File: src/rtl/control_sequencer.sv
// rtl/control_sequencer.sv - multi-cycle MIPS control sequencer with stage strobes
//
// Steps one instruction at a time through IF/ID/REG/EX/MEM/WB/JU/BR.
// The path is chosen from the opcode sampled in ID.
//
// Optional feature (macro MEM_HANDSHAKE_EN):
//   undefined - IF and MEM each last MEM_LAT+1 enabled cycles; mem_ready is ignored.
//   defined   - IF and MEM hold until mem_ready=1; MEM_LAT is ignored.
//
// Ports:
//   clk, rst     clock; asynchronous active-high reset
//   top_en       run enable; low freezes all state and silences every output pulse
//   opcode[5:0]  MIPS opcode, sampled on the ID exit edge
//   mem_ready    memory completion (handshake build only)
//   IF..BR       one-hot stage strobes, gated by top_en
//   state[3:0]   current state code
//   instr_done   high on the last cycle of each retired instruction
//   illegal      high on the ID cycle of an unknown opcode
//   instr_cnt    retired-instruction count, wraps modulo 2^CNT_W
module control_sequencer #(
  parameter int MEM_LAT = 0,
  parameter int CNT_W   = 32
) (
  input  logic             clk,
  input  logic             rst,
  input  logic             top_en,
  input  logic [5:0]       opcode,
  input  logic             mem_ready,
  output logic             IF,
  output logic             ID,
  output logic             REG,
  output logic             EX,
  output logic             MEM,
  output logic             WB,
  output logic             JU,
  output logic             BR,
  output logic [3:0]       state,
  output logic             instr_done,
  output logic             illegal,
  output logic [CNT_W-1:0] instr_cnt
);

  typedef enum logic [3:0] {
    S_IDLE = 4'd0, S_IF = 4'd1, S_ID = 4'd2, S_REG = 4'd3, S_EX = 4'd4,
    S_MEM  = 4'd5, S_WB = 4'd6, S_JU = 4'd7, S_BR  = 4'd8
  } state_t;

  localparam logic [5:0] OP_R   = 6'h00;
  localparam logic [5:0] OP_J   = 6'h02;
  localparam logic [5:0] OP_JAL = 6'h03;
  localparam logic [5:0] OP_BEQ = 6'h04;
  localparam logic [5:0] OP_BNE = 6'h05;
  localparam logic [5:0] OP_LW  = 6'h23;
  localparam logic [5:0] OP_SW  = 6'h2B;

  state_t     st_q;
  logic [3:0] wait_q;
  logic [5:0] op_q;
  logic       hold_done;

`ifdef MEM_HANDSHAKE_EN
  // The wait counter still exists but is always reloaded with zero.
  localparam logic [3:0] RELOAD = 4'd0;
  logic unused_wait;
  assign hold_done   = mem_ready;
  assign unused_wait = |wait_q;
`else
  localparam logic [3:0] RELOAD = 4'(MEM_LAT);
  logic unused_mem_ready;
  assign hold_done        = (wait_q == 4'd0);
  assign unused_mem_ready = mem_ready;
`endif

  // Only IF and MEM can stretch; every other state leaves after one enabled cycle.
  logic stage_exit;
  logic is_final;
  logic op_known;

  assign stage_exit = (st_q == S_IF || st_q == S_MEM) ? hold_done : 1'b1;
  assign is_final   = (st_q == S_WB) || (st_q == S_JU) || (st_q == S_BR) ||
                      (st_q == S_MEM && op_q == OP_SW);
  assign op_known   = (opcode == OP_R) || (opcode[5:3] == 3'b001) ||
                      (opcode == OP_LW) || (opcode == OP_SW) ||
                      (opcode == OP_BEQ) || (opcode == OP_BNE) ||
                      (opcode == OP_J) || (opcode == OP_JAL);

  // The outputs decode the registered state. They are gated by top_en so that
  // a freeze silences them in the same cycle.
  assign IF         = top_en && (st_q == S_IF);
  assign ID         = top_en && (st_q == S_ID);
  assign REG        = top_en && (st_q == S_REG);
  assign EX         = top_en && (st_q == S_EX);
  assign MEM        = top_en && (st_q == S_MEM);
  assign WB         = top_en && (st_q == S_WB);
  assign JU         = top_en && (st_q == S_JU);
  assign BR         = top_en && (st_q == S_BR);
  assign state      = st_q;
  assign instr_done = top_en && is_final && stage_exit;
  assign illegal    = top_en && (st_q == S_ID) && !op_known;

  always_ff @(posedge clk or posedge rst) begin
    if (rst) begin
      st_q      <= S_IDLE;
      wait_q    <= 4'd0;
      op_q      <= 6'd0;
      instr_cnt <= '0;
    end else if (top_en) begin
      if (is_final && stage_exit)
        instr_cnt <= instr_cnt + CNT_W'(1);
      case (st_q)
        S_IDLE: begin
          st_q   <= S_IF;
          wait_q <= RELOAD;
        end
        S_IF: begin
          if (hold_done)
            st_q <= S_ID;
          else if (wait_q != 4'd0)
            wait_q <= wait_q - 4'd1;
        end
        S_ID: begin
          op_q <= opcode;
          if (opcode == OP_J || opcode == OP_JAL) begin
            st_q <= S_JU;
          end else if (op_known) begin
            st_q <= S_REG;
          end else begin
            st_q   <= S_IF;
            wait_q <= RELOAD;
          end
        end
        S_REG: st_q <= (op_q == OP_BEQ || op_q == OP_BNE) ? S_BR : S_EX;
        S_EX: begin
          if (op_q == OP_LW || op_q == OP_SW) begin
            st_q   <= S_MEM;
            wait_q <= RELOAD;
          end else begin
            st_q <= S_WB;
          end
        end
        S_MEM: begin
          if (hold_done) begin
            if (op_q == OP_SW) begin
              st_q   <= S_IF;
              wait_q <= RELOAD;
            end else begin
              st_q <= S_WB;
            end
          end else if (wait_q != 4'd0) begin
            wait_q <= wait_q - 4'd1;
          end
        end
        // The final states and the unused codes 9-15 all restart at IF.
        default: begin
          st_q   <= S_IF;
          wait_q <= RELOAD;
        end
      endcase
    end
  end

endmodule
File: config.mk
export PLATFORM = sky130hd
export DESIGN_NAME = control_sequencer
export DESIGN_NICKNAME = d
export VERILOG_FILES = /design/src/rtl/control_sequencer.sv
export SDC_FILE = /design/constraint.sdc
export NUM_CORES = 1
export LEC_CHECK = 0
export CAP_MARGIN = 20
export CORE_UTILIZATION = 46
export CTS_BUF_LIST = sky130_fd_sc_hd__clkbuf_16
export CTS_CLUSTER_DIAMETER = 100
export DETAILED_ROUTE_END_ITERATION = 16
export GPL_TIMING_DRIVEN = 0
export PLACE_DENSITY = 0.85
export SYNTH_ARGS = -nofsm -noshare
export SYNTH_HDL_FRONTEND = slang
export SYNTH_SLANG_ARGS = --single-unit
export TNS_END_PERCENT = 5
File: constraint.sdc
create_clock -name clk -period 1.72 [get_ports clk]
set_input_delay 0.172 -clock clk [delete_from_list [all_inputs] [get_ports clk]]
set_output_delay 0.172 -clock clk [all_outputs]
set_load 0.005 [all_outputs]
==> flow_summary.toml, run 1 <==
[sta]
fmax_ghz = 0.483
worst_slack_ns = -0.349
finalCritPeriodShare = 1.20
hold_violations = 0
max_slew.worst_pin.slew_ns = 0.525
slew_headroom = 0.649
finClkSkew_ns = 0.00339
slew_viol_final = 0
fin_crit_ns = 2.07
whs_ns = 0.0978
setup_viol = 42
rsz0062_at_grt = "yes"
tns_ns = -8.02

[power]
powerDensity_nw_per_um2 = 1080
switching_share = 0.345
fin_total_pwr_mw = 4.23
power_switching_mw = 1.46
seq_power_share = 0.332
p_leak_nw = 1.86
pwr-share-clk = 0.221
ir_drop_mv = 0.777
internal-power_mw = 2.77
p_comb_frac = 0.447

[synth]
avgSynthCellArea_um2 = 10.5
yosysWarnings = 0
seq_area_frac_synth = 0.443
async_flop_share = 1.00
synthCells = 248
syn_area_um2 = 2600
synthFlopType = "dfrtp_1"
ys_types = 56
synth_fp_nets = 261
synth_edf_count = 0
ys_seq_elements = 46

[route]
routed_wl_um = 7230
post_drt_via_cell_ratio = 5.60
drt_iter0_drc = 352
vias = 2346
ant_nets = 0
drc = 0
dr.pass1.iters = 4
wire_per_inst_um = 17.3

[status]
status = "finished with violations"
violations = "setup timing"

[critical_path]
crit_path_cell_trace = "inv_2 > ha_4 > nor3b_4 > inv_2 > buf_6 > a211oi_4 > o211ai_1 > buf_4 > buf_4 > xnor2_1"
rr_worst_depth = 10
crit_path_end_kind = "flop"
worstPathRequired_ns = 1.89
crit_fanout = 5
max_stage_delay_ns = 0.41
critPathSlowestCell = "dfrtp_1"
start_kind = "flop"
cp.arrival_ns = 2.24
critPathKind = "flop to flop"

[die]
start_util = 0.475
dieArea_um2 = 5960
coreArea_um2 = 5470
fp.dieW_um = 77.2
die_y_um = 77.2
rows = 27
ioPinCount = 56

[cells_and_area]
nFillCells = 356
syn_to_final_growth_pct = 51.2
final_cell_mix = "dfrtp_1 (44), clkdlybuf4s50_1 (43), buf_4 (27), xor2_1 (20), nand2_1 (17)"
layout-drive-gt1-share = 0.320
n_antenna_cell = 0
final_common_cell = "dfrtp_1"
layout.nets = 359

[placed_design]
place.gp.congestion = 0.885
io_buffers = 54
dp_hpwl_um = 3960

[flow_run]
maxCapViolations = 0

[clock_tree]
insertion_delay_ns = 0.29
cts_hold_buffers = 0
htreeDepth = 2
cts_tree = "done"
cts_buffer_depth = 2
clkTransAtPathRegs_ns = 0.06
cts_buffers = 5
cts_num_sinks = 46
cts_root_buf = "clkbuf_16"

[grt]
antenna_found_initial = 0
grt_pass1_vias = 2356
grt_max_degree = 41
grt_usage = 0.247
gr-total-overflow = 0
grt_pass1_wl_um = 11600

[hold_path]
min_path_type = "input pin to async pin"
## flip-flops by register name (all words and copies together), names as in the netlist
| name | cells |
|---|---|
| instr_cnt | 32 |
| op_q | 6 |
| state | 4 |
| wait_q | 4 |
## cell usage after synthesis (all sizes together) (3+ instances only)
library cell / count / area (um^2)
dfrtp: 46 / 1150
xor2: 21 / 184
nand2: 19 / 71.3
inv: 18 / 67.6
nor2: 18 / 67.6
nor3: 13 / 130
nand3: 12 / 60.1
xnor2: 10 / 87.6
o21ai: 9 / 48.8
and3: 7 / 43.8
buf: 7 / 48.8
mux2: 6 / 67.6
nor4: 6 / 71.3
nor3b: 5 / 47.5
o211ai: 5 / 51.3
nand4: 4 / 31.3
ha: 3 / 37.5
nand2b: 3 / 21.3
o22ai: 3 / 32.5
## cell families (layout without fill, tap and decap cells)
group,after synthesis,in the layout,synth area share
xor gates and xnor gates,31,31,0.104
and+or+nand+nor,102,102,0.257
buffers and inverters,25,124,0.0448
AOI/OAI and AO/OA,33,33,0.103
DFF,46,46,0.443
adders and majority gates,3,3,0.0144
muxes,8,8,0.0337
## path summary, 6_finish.rpt
path / endpoint / from / slack, ns
min in group clk: instr_cnt[31]$_DFFE_PP0P_ / instr_cnt[31]$_DFFE_PP0P_ / 0.46
max reg2reg: instr_cnt[18]$_DFFE_PP0P_ / wait_q[0]$_DFFE_PP0P_ / -0.35
min: wait_q[3]$_DFFE_PP0P_ / rst / 0.1
max: instr_cnt[18]$_DFFE_PP0P_ / wait_q[0]$_DFFE_PP0P_ / -0.35
max in group asynchronous: state[2]$_DFFE_PP0P_ / rst / 1.16
min reg2reg: instr_cnt[31]$_DFFE_PP0P_ / instr_cnt[31]$_DFFE_PP0P_ / 0.46
## worst max-delay path, delay by kind of cell (launching register included)
family                     cells  cell delay [ns]
adders and majority gates      1             0.13
buffers and inverters          5             0.67
DFF                            1             0.41
and+or+nand+nor                1             0.21
xor gates and xnor gates       1             0.11
AOI/OAI and AO/OA              2             0.42
## stage by stage
stage / utilization / cell area (um^2) / setup slack, ns / std cells
2_1_floorplan: - / 2620 / -0.117 / 248
3_3_place_gp: 0.595 / 3250 / -0.663 / 374
3_5_place_dp: 0.598 / 3270 / -0.702 / 375
4_1_cts: 0.711 / 3890 / -0.255 / 417
5_1_grt: 0.718 / 3930 / -0.412 / 419
6_report: 0.718 / 3930 / -0.349 / 419
## layer usage
metal,vias up,global-route usage,share of wire
met4,0,0.115,0.016
met2,88,0.412,0.51
met3,11,0.0429,0.045
met1,1178,0.310,0.43
met5,-,0,0
li1,1069,-,-
## power groups by stage
stage	Clock, mW	Combinational (mW)	Sequential [mW]
after detailed placement	0	1.14	1.40
final	0.936	1.89	1.40
after floorplan	0	0.801	1.37
after global placement	0	1.11	1.40
after global routing	0.995	2.01	1.42
after CTS	0.942	1.70	1.39
## layout make-up
class	instances	area, um^2	share of cell area
Sequential cell	46	1150	0.293
Inverter	18	67.6	0.0172
Timing Repair Buffer	91	867	0.221
Clock inverter	3	16.3	0.00414
Buffer	7	87.6	0.0223
Multi-Input combinational cell	177	1520	0.388
Tap cell	72	90.1	0.0229
Clock buffer	5	125	0.0318
## repair_timing
action / 4_1_cts / 5_1_grt
pin swaps: 32 / 15
buffers inserted: 33 / 2
gates cloned: 1 / 0
endpoints found under the setup margin: 47 / 45
gates resized for setup: 69 / 13
Note: power is estimated with default switching activity, not from simulation.
==> run 2, diff against run 1 <==
CORE_UTILIZATION = 51   (was 46)
PLACE_DENSITY = 0.89   (was 0.85)
clock period = 2.2 ns   (was 1.72 ns; I/O delays follow)
==> run 2 against run 1 <==
  * The flow now finishes without violations
  * Combinational power shrank 42%
  * Cell count shrank 7.4%
  * Via count down 7.2%
  * Sequential cell count is the same
  * First-iteration DRC count down 22%
  * Worst setup slack improved by 0.39 ns
  * Power decreased by 28%
  * Hold slack improved by 0.20 ns
  * Utilization is 2.2 points higher
  * Register-to-register slack better by 0.43 ns
==> flow_summary.toml, run 2 (synthesized netlist as in run 1, its figures left out) <==
[grt]
antenna_found_initial = 0
grt_max_degree = 27
grt_pass1_wl_um = 9830
gr-total-overflow = 0
grt_pass1_vias = 2095
grt_usage = 0.239

[placed_design]
io_buffers = 54
post_dp_cell_area_um2 = 3240
place.gp.congestion = 0.859
dp_hpwl_um = 3950

[critical_path]
crit_path_cell_trace = "clkdlybuf4s50_1 > clkbuf_4 > nand3_1 > nor3b_1 > clkdlybuf4s50_1"
cpMostUsedCell = "clkdlybuf4s50_1"
reg2reg_to = "instr_cnt[17]$_DFFE_PP0P_"
worstPathRequired_ns = 1.98
r2r_start = "state[1]$_DFFE_PP0P_"
crit_family = "buffers and inverters"
cp.arrival_ns = 1.94
critPathBufInv = 3
crit_path_end_kind = "output pin"
rr_worst_depth = 8
critical_path_depth = 5
max_stage_delay_ns = 0.59
rrSetupSlack_ns = 0.08
critPathSlowestCell = "clkdlybuf4s50_1"
critPathKind = "input pin to output pin"
start_kind = "input pin"
crit_fanout = 10

[route]
ant_nets = 0
routed_wl_um = 6230
drc = 0
dr.pass1.iters = 4
vias = 2177
post_drt_via_cell_ratio = 5.61
wire_per_inst_um = 16.0
drt_iter0_drc = 275

[sta]
whs_ns = 0.295
slew_headroom = 0.621
fin_crit_ns = 2.16
slew_viol_final = 0
max_slew.worst_pin.slew_ns = 0.567
finalCritPeriodShare = 0.981
tns_ns = 0
finClkSkew_ns = 0.00341
fmax_ghz = 0.463
setup_viol = 0
rsz0062_at_grt = "yes"
hold_violations = 0

[cells_and_area]
final_common_cell = "clkdlybuf4s50_1"
layout.nets = 333
regMostFlops = "instr_cnt"
final_cell_mix = "clkdlybuf4s50_1 (51), dfrtp_1 (45), xor2_1 (21), nand2_1 (18), nor2_1 (17)"
n_antenna_cell = 0
largest_reg_flops = 32
stdcell_area_um2 = 3560
top_regs = "instr_cnt x32, op_q x6"
layout-drive-gt1-share = 0.209
syn_to_final_growth_pct = 37.1

[die]
start_util = 0.540
ioPinCount = 56
die_y_um = 73.4
dieArea_um2 = 5390
fp.dieW_um = 73.4
rows = 25
coreArea_um2 = 4820

[power]
powerDensity_nw_per_um2 = 850
ir_drop_mv = 0.743
p_leak_nw = 1.68

[clock_tree]
cts_buffers = 5
insertion_delay_ns = 0.28
cts_buffer_depth = 2
cts_root_buf = "clkbuf_16"
htreeDepth = 2
cts_num_sinks = 46
clkTransAtPathRegs_ns = 0.06
cts_tree = "done"

[status]
status = "completed"

[hold_path]
min_path_type = "input pin to async pin"

[flow_run]
maxCapViolations = 0
-- run 2: layout make-up --
type	instances	area [um^2]
multi-input cells	177	1390
fillers	322	1250
flip-flops and latches	46	1150
repair buffers	65	636
clock buffers	5	125
well taps	67	83.8
inverters	18	67.6
plain buffers	7	65.1
clock inverters	3	41.3
-- run 2: worst max-delay path by stage --
stage | from | end | slack, ns
after floorplan | wait_q[0]$_DFFE_PP0P_ | instr_cnt[30]$_DFFE_PP0P_ | 0.30
after global placement | top_en | illegal | -0.26
after detailed placement | top_en | illegal | -0.26
after CTS | state[1]$_DFFE_PP0P_ | illegal | -0.06
after global routing | wait_q[0]$_DFFE_PP0P_ | instr_done | -0.06
final | top_en | JU | 0.04
-- run 2: layer usage --
layer,GRT usage,wire length (um),vias up
li1,-,-,1018
met1,0.318,2720,1066
met2,0.386,3130,81
met3,0.0425,278,12
met4,0.103,99,0
met5,0,0,-
-- run 2: timing repair --
item                                    4_1_cts  5_1_grt
endpoints found under the setup margin        7        7
resized for setup                            18       10
pin swaps                                     6        1
hold buffers                                  0        0
setup buffers                                 8        2
-- run 2: report_power, final --
part	internal, mW	switching, mW	total [mW]
Clock	0.532	0.312	0.844
Combinational	0.542	0.551	1.09
Sequential	0.967	0.126	1.09
Total	2.04	0.989	3.03
-- run 2: metrics by stage --
step           cells  setup WS (ns)  total power, mW  utilization
6_report         388         0.0420             3.03        0.740
5_1_grt          388        -0.0647             3.18        0.740
4_1_cts          386        -0.0591             2.91        0.729
3_5_place_dp     370         -0.264             1.96        0.674
3_3_place_gp     369         -0.260             1.91        0.669
2_1_floorplan    248          0.296             1.66            -
